--- src/rtl/ysyx_24110006_wbu.sv ---
`default_nettype none
// ============================================================================
// Module   : ysyx_24110006_wbu
// Purpose  : Write-back unit. Owns the register file and architectural PC,
//            commits one instruction per LSU pulse and signals the IFU.
// Revision : 1.0  initial release
// ============================================================================
module ysyx_24110006_wbu #(
    parameter logic [31:0] RESET_PC = 32'h8000_0000,
    parameter int          NREG     = 32
) (
    input  logic        i_clock,
    input  logic        i_reset,
    input  logic        i_valid,
    input  logic        i_rd_wen,
    input  logic [4:0]  i_rd,
    input  logic [1:0]  i_wb_sel,
    input  logic [31:0] i_alu_res,
    input  logic [31:0] i_lsu_rdata,
    input  logic [31:0] i_csr_rdata,
    input  logic [31:0] i_next_pc,
    input  logic [4:0]  i_rs1,
    input  logic [4:0]  i_rs2,
    output logic [31:0] o_rs1_data,
    output logic [31:0] o_rs2_data,
    output logic [31:0] o_pc,
    output logic        o_valid,
    output logic [4:0]  o_commit_rd,
    output logic [31:0] o_commit_data
);

    localparam int         c_aw   = (NREG > 1) ? $clog2(NREG) : 1;
    localparam logic [5:0] c_nreg = 6'(NREG);

    typedef enum logic [1:0] {
        IDLE  = 2'd0,
        WRITE = 2'd1,
        DONE  = 2'd2
    } state_t;

    state_t      r_state;
    state_t      w_state_next;

    logic        r_wen;
    logic [4:0]  r_rd;
    logic [31:0] r_data;
    logic [31:0] r_next_pc;
    logic [31:0] r_pc;
    logic [4:0]  r_commit_rd;
    logic [31:0] r_commit_data;
    logic [31:0] r_regs [NREG];

    logic        w_accept;
    logic        w_do_write;
    logic [31:0] w_wb_data;
    logic        w_rs1_ok;
    logic        w_rs2_ok;

    always_ff @(posedge i_clock) begin
        if (i_reset) begin
            r_state <= IDLE;
        end else begin
            r_state <= w_state_next;
        end
    end

    always_comb begin
        w_state_next = r_state;
        w_accept     = 1'b0;
        case (r_state)
            IDLE: begin
                if (i_valid) begin
                    w_accept     = 1'b1;
                    w_state_next = WRITE;
                end
            end
            WRITE:   w_state_next = DONE;
            DONE:    w_state_next = IDLE;
            default: w_state_next = IDLE;
        endcase
    end

    // PC+4 is taken from the PC of the instruction being accepted.
    always_comb begin
        w_wb_data = i_alu_res;
        case (i_wb_sel)
            2'b00:   w_wb_data = i_alu_res;
            2'b01:   w_wb_data = i_lsu_rdata;
            2'b10:   w_wb_data = r_pc + 32'd4;
            default: w_wb_data = i_csr_rdata;
        endcase
    end

    assign w_do_write = r_wen && (r_rd != 5'd0) && ({1'b0, r_rd} < c_nreg);

    always_ff @(posedge i_clock) begin
        if (i_reset) begin
            r_wen         <= 1'b0;
            r_rd          <= '0;
            r_data        <= '0;
            r_next_pc     <= '0;
            r_pc          <= RESET_PC;
            r_commit_rd   <= '0;
            r_commit_data <= '0;
            for (int i = 0; i < NREG; i++) begin
                r_regs[i] <= '0;
            end
        end else begin
            if (w_accept) begin
                r_wen     <= i_rd_wen;
                r_rd      <= i_rd;
                r_data    <= w_wb_data;
                r_next_pc <= i_next_pc;
            end
            if (r_state == WRITE) begin
                if (w_do_write) begin
                    r_regs[r_rd[c_aw-1:0]] <= r_data;
                end
                r_pc          <= r_next_pc;
                r_commit_rd   <= w_do_write ? r_rd : 5'd0;
                r_commit_data <= r_data;
            end
        end
    end

    // Reads come straight from the array; a write in flight is not forwarded.
    assign w_rs1_ok   = (i_rs1 != 5'd0) && ({1'b0, i_rs1} < c_nreg);
    assign w_rs2_ok   = (i_rs2 != 5'd0) && ({1'b0, i_rs2} < c_nreg);
    assign o_rs1_data = w_rs1_ok ? r_regs[i_rs1[c_aw-1:0]] : 32'd0;
    assign o_rs2_data = w_rs2_ok ? r_regs[i_rs2[c_aw-1:0]] : 32'd0;

    assign o_pc          = r_pc;
    assign o_valid       = (r_state == DONE);
    assign o_commit_rd   = r_commit_rd;
    assign o_commit_data = r_commit_data;

endmodule
`default_nettype wire

--- config.mk ---
export PLATFORM = sky130hd
export DESIGN_NAME = ysyx_24110006_wbu
export DESIGN_NICKNAME = d
export VERILOG_FILES = /design/src/rtl/ysyx_24110006_wbu.sv
export SDC_FILE = /design/constraint.sdc
export NUM_CORES = 2
export LEC_CHECK = 0
export ABC_CLOCK_PERIOD_IN_PS = 3850
export CORE_MARGIN = 1.5
export CORE_UTILIZATION = 35
export DETAILED_ROUTE_END_ITERATION = 16
export PLACE_DENSITY = 0.61
export SLEW_MARGIN = 20
export SYNTH_ARGS = -nofsm -noshare
export SYNTH_HDL_FRONTEND = slang
export SYNTH_SLANG_ARGS = --single-unit
--- constraint.sdc ---
create_clock -name i_clock -period 3.85 [get_ports i_clock]
set_clock_uncertainty 0.1 [all_clocks]
set_input_delay 1.155 -clock i_clock [delete_from_list [all_inputs] [get_ports i_clock]]
set_output_delay 1.155 -clock i_clock [all_outputs]
set_load 0.05 [all_outputs]
Word level (Yosys, flattened, before mapping):

Memories as Yosys holds them, arrays and structs flattened.
Index checks and enable logic that the tools add are counted.
Widths: inputs -> output; s select.

* register bits after elaboration: 141
* input bits: 149
* memories kept: 1
* RAM bits: 1024

* equal/unequal tests: 5
* muxes and demuxes: 17
* reductions and logical operators: 7
* add/subtract/negate cells: 1

Memory list
* r_regs: words 32, width 32, rd ports 2, clocked after memory_dff 0, wr ports 32, line 51 `logic [31:0] r_regs [NREG];`

Operators with widths (number)
* $mux 32: 3
* $pmux 32 s3: 1
* $add 32x3->32 const B: 1
* $reduce_or 32->1: 1
* $reduce_bool 5->1: 3
* $mux 5: 2
* $mux 1: 9
* $eq 2x1->1 const B: 2
* $eq 2x2->1 const B: 2
* $logic_not 2->1: 2
* $pmux 2 s2: 1
* $mux 2: 1
* $ne 2x2->1 const B: 1
* $logic_and 1x1->1: 1

Longest topological paths before layout:

* word-level depth: 8
* mapped depth: 8
* mapped depth without buffers: 6

Least setup slack after synthesis:

OpenSTA, ideal clock, no wires.

* kind: input to output
* start: input i_rs1[0]
* end: output o_rs1_data[2]
* data arrival time: 4.517 ns
* path slack: -1.922 ns
* stages: 7
* path through: buf_6 > buf_8 > buf_6 > nand2_1 > clkbuf_1 > o22ai_1 > a2111oi_0

* word-level cells in the longest chain between the ends: 2
* elaborated cells between the ends (all ways): 3
* those cells by class: mux: 1; reduce/logical: 1; memory: 1

Ends and longest elaborated chain
* from (decl): line 22 `input logic [4:0] i_rs1,`
* $mem_v2 32x32 or $reduce_bool 5->1 (tied branches)
* $mux 32 (*): line 129 `assign o_rs1_data = w_rs1_ok ? r_regs[i_rs1[c_aw-1:0]] : 32'd0;`
* to (decl): line 24 `output logic [31:0] o_rs1_data,`

Every way passes the cells marked *; elsewhere a longest branch is shown, timed or not.

Worst setup path in the final report:

* start: input i_rs1[0]
* end: output o_rs1_data[18]

The elaborated chain is that of the path after synthesis.

==> run metrics <==
outcome finished with violations; failing checks negative setup slack; Die X 421 um; grt ovf 0; GRT Total Usage 0.250; Area Growth Syn to Fin 29.1%; non-filler cells, final 7290; drt via density 5.81; element type at the critical path end primary output; power density over the cells 408 nW/um^2; CP max FO 8; WP data arrival 3.09 ns; Port Buffers 282; Clock transition at path regs 0.06 ns; min Tclk post-route 4.35 ns; Num CTS Buffers 121; Antenna Nets Post-Route 0; final cycle utilization of the critical path 1.13; register area share after synthesis 0.550; Leak 27.9 nW; slowest stage delay, CP 0.40 ns; first-pass GRT wire length 313000 um; Num Clock Sinks 1165; DRC Markers 0; Hold Fails Final Rpt 0; Post-Syn Instances 4264; setup slack after layout -0.496 ns; dominant synthesized flop cell edfxtp_1; Setup CP Type primary input to primary output; Worst setup SP type primary input; Post-synth EDFFs 1024; Max clock buf depth 3; Slew @ Worst Pin 1.13 ns; final net count 5008; Ys Warns 0; DR pass1 iterations 6; share of cells above drive strength 1 0.350; worst vdd ir 0.000394 V; worst rel slew slack 0.239; CP required 2.59 ns; slowest CP cell a2111oi_4; gp weighted congestion 0.912; Final HPWL DP 147000 um; clock latency on the worst-skew pair 0.76 ns; Via Count 42300; io pins 283; total wire length 224000 um; largest net degree at the start of global routing 136; initial DRC count 5622; Pins Over Slew Limit 0; Syn Area/Cell 14.3 um^2; Core Util, Final 0.454; Rows 153; Fmax 230 MHz; die area 177000 um^2; RSZ-0062 raised after global routing yes; final setup violation count 64; initial core utilization 0.351; CTS root buffer clkbuf_16; Synth cell types 62; core area 174000 um^2; vias in the first global route 41500; most frequent cells in the layout edfxtp_1, and2_1, mux4_2, buf_4, nand2_1; die height 421 um; Async SR Flop Fraction 0; worst hold path type flip-flop to flip-flop; Max-Cap Viols 0; hold-fix buffers at CTS 0; commonest non-fill, non-tap cell in the layout edfxtp_1; post-synthesis register bit count 1165; CTS tree done; synthesized cell area 61000 um^2; Max H-tree Level 3; crit path cell chain buf_16, buf_4, buf_12, mux4_2, mux2i_1, buf_4, o2111a_2, a2111oi_4, buf_12; placed cell count 6970; WL/cell 30.7 um; antenna violations before repair 14
==> synth_stat cells, drive strengths merged (6+ instances only) <==
library cell / number / share of area
edfxtp: 1024 / 0.50
and2: 939 / 0.096
mux4: 517 / 0.19
nand2: 379 / 0.023
clkbuf: 277 / 0.017
buf: 184 / 0.020
dfxtp: 141 / 0.046
mux2i: 137 / 0.022
a21oi: 125 / 0.010
nor3: 71 / 0.0058
o22ai: 68 / 0.0070
a2111oi: 64 / 0.015
o2111a: 64 / 0.012
nor2: 60 / 0.0040
or2: 32 / 0.0033
nand3: 19 / 0.0016
mux2: 15 / 0.0028
o21ai: 15 / 0.0012
xor2: 14 / 0.0020
o221ai: 13 / 0.0019
nand4: 11 / 0.0011
nor2b: 9 / 0.00092
and4: 8 / 0.0011
inv: 7 / 0.00043
a211oi: 6 / 0.00074
or3: 6 / 0.00062
==> flip-flops by register name, indices dropped and copies added (netlist names) <==
| signal | count |
|---|---|
| r_regs | 1024 |
| r_state | 2 |
| r_rd | 5 |
| r_data | 32 |
| r_next_pc | 32 |
| r_wen | 1 |
| o_commit_data | 32 |
| o_commit_rd | 5 |
| o_pc | 32 |
==> final timing paths <==
path	cells past startpoint	end	slack, ns	start
max	9	o_rs1_data[18]	-0.50	i_rs1[0]
min	2	o_pc[10]$_SDFFE_PP0N_	0.35	r_next_pc[10]$_SDFFE_PP0P_
max reg2reg	6	r_regs[2][7]$_SDFFCE_PN0P_	0.79	r_wen$_SDFFE_PP0P_
min reg2reg	2	o_pc[10]$_SDFFE_PP0N_	0.35	r_next_pc[10]$_SDFFE_PP0P_
==> stage by stage <==
stage	total power [W]	setup slack, ns	setup TNS (ns)	cell area (um^2)	hold WS [ns]
2_1_floorplan	0.0172	-0.244	-12.32	62500	0.332
3_3_place_gp	0.0195	-0.738	-36.93	71700	0.339
3_5_place_dp	0.0196	-0.732	-36.67	71700	0.343
4_1_cts	0.0321	-0.489	-24.53	78100	0.354
5_1_grt	0.0329	-0.510	-24.75	78800	0.371
6_report	0.0322	-0.496	-23.20	78800	0.353
==> report_power, final <==
group / internal [W] / switching [W] / total, W
clock: 0.00715 / 0.00523 / 0.0124
combinational: 0.00243 / 0.00290 / 0.00533
sequential: 0.0141 / 0.000297 / 0.0144
==> routing by layer <==
layer | vias up | share of wire | global-route usage | wire (um)
met1 | 21900 | 0.38 | 0.330 | 84700
met2 | 2562 | 0.47 | 0.405 | 106000
met3 | 457 | 0.11 | 0.0517 | 23600
met5 | - | 0 | 0 | 0
met4 | 0 | 0.042 | 0.0944 | 9390
li1 | 17400 | - | - | -
==> worst max-delay path, delay by kind of cell <==
kind / cells / cell delay [ns]
muxes: 2 / 0.42
AOI/OAI and AO/OA: 2 / 0.68
buffers and inverters: 5 / 0.78
==> logic make-up (layout without fill, tap and decap cells) <==
family,count (synthesis),after routing,share of synthesized area
simple gates,1557,1557,0.141
flops,1165,1165,0.550
mux,669,669,0.216
buf+inv,468,1133,0.0380
compound gates,384,384,0.0516
xor+xnor,19,19,0.00273
fa+ha+maj,1,1,0.000205
other cells,1,37,0.0000615
==> final cells by class <==
| class | instances | area [um^2] |
|---|---|---|
| timing repair buffer | 901 | 10800 |
| fill | 15100 | 94900 |
| clock buffer | 153 | 3400 |
| clock inverter | 72 | 722 |
| multi-input combinational | 2662 | 27300 |
| tap | 2325 | 2910 |
| inverter | 7 | 26.3 |
| sequential | 1165 | 33600 |
| antenna | 5 | 12.5 |
==> what timing repair did <==
action	4_1_cts	5_1_grt
endpoints found under the setup margin	65	64
cloned	27	6
setup buffers	68	38
endpoints found under the hold margin	0	0
gates resized for setup	275	109
pin swaps	80	68
Power figures use the tool's default switching activity.
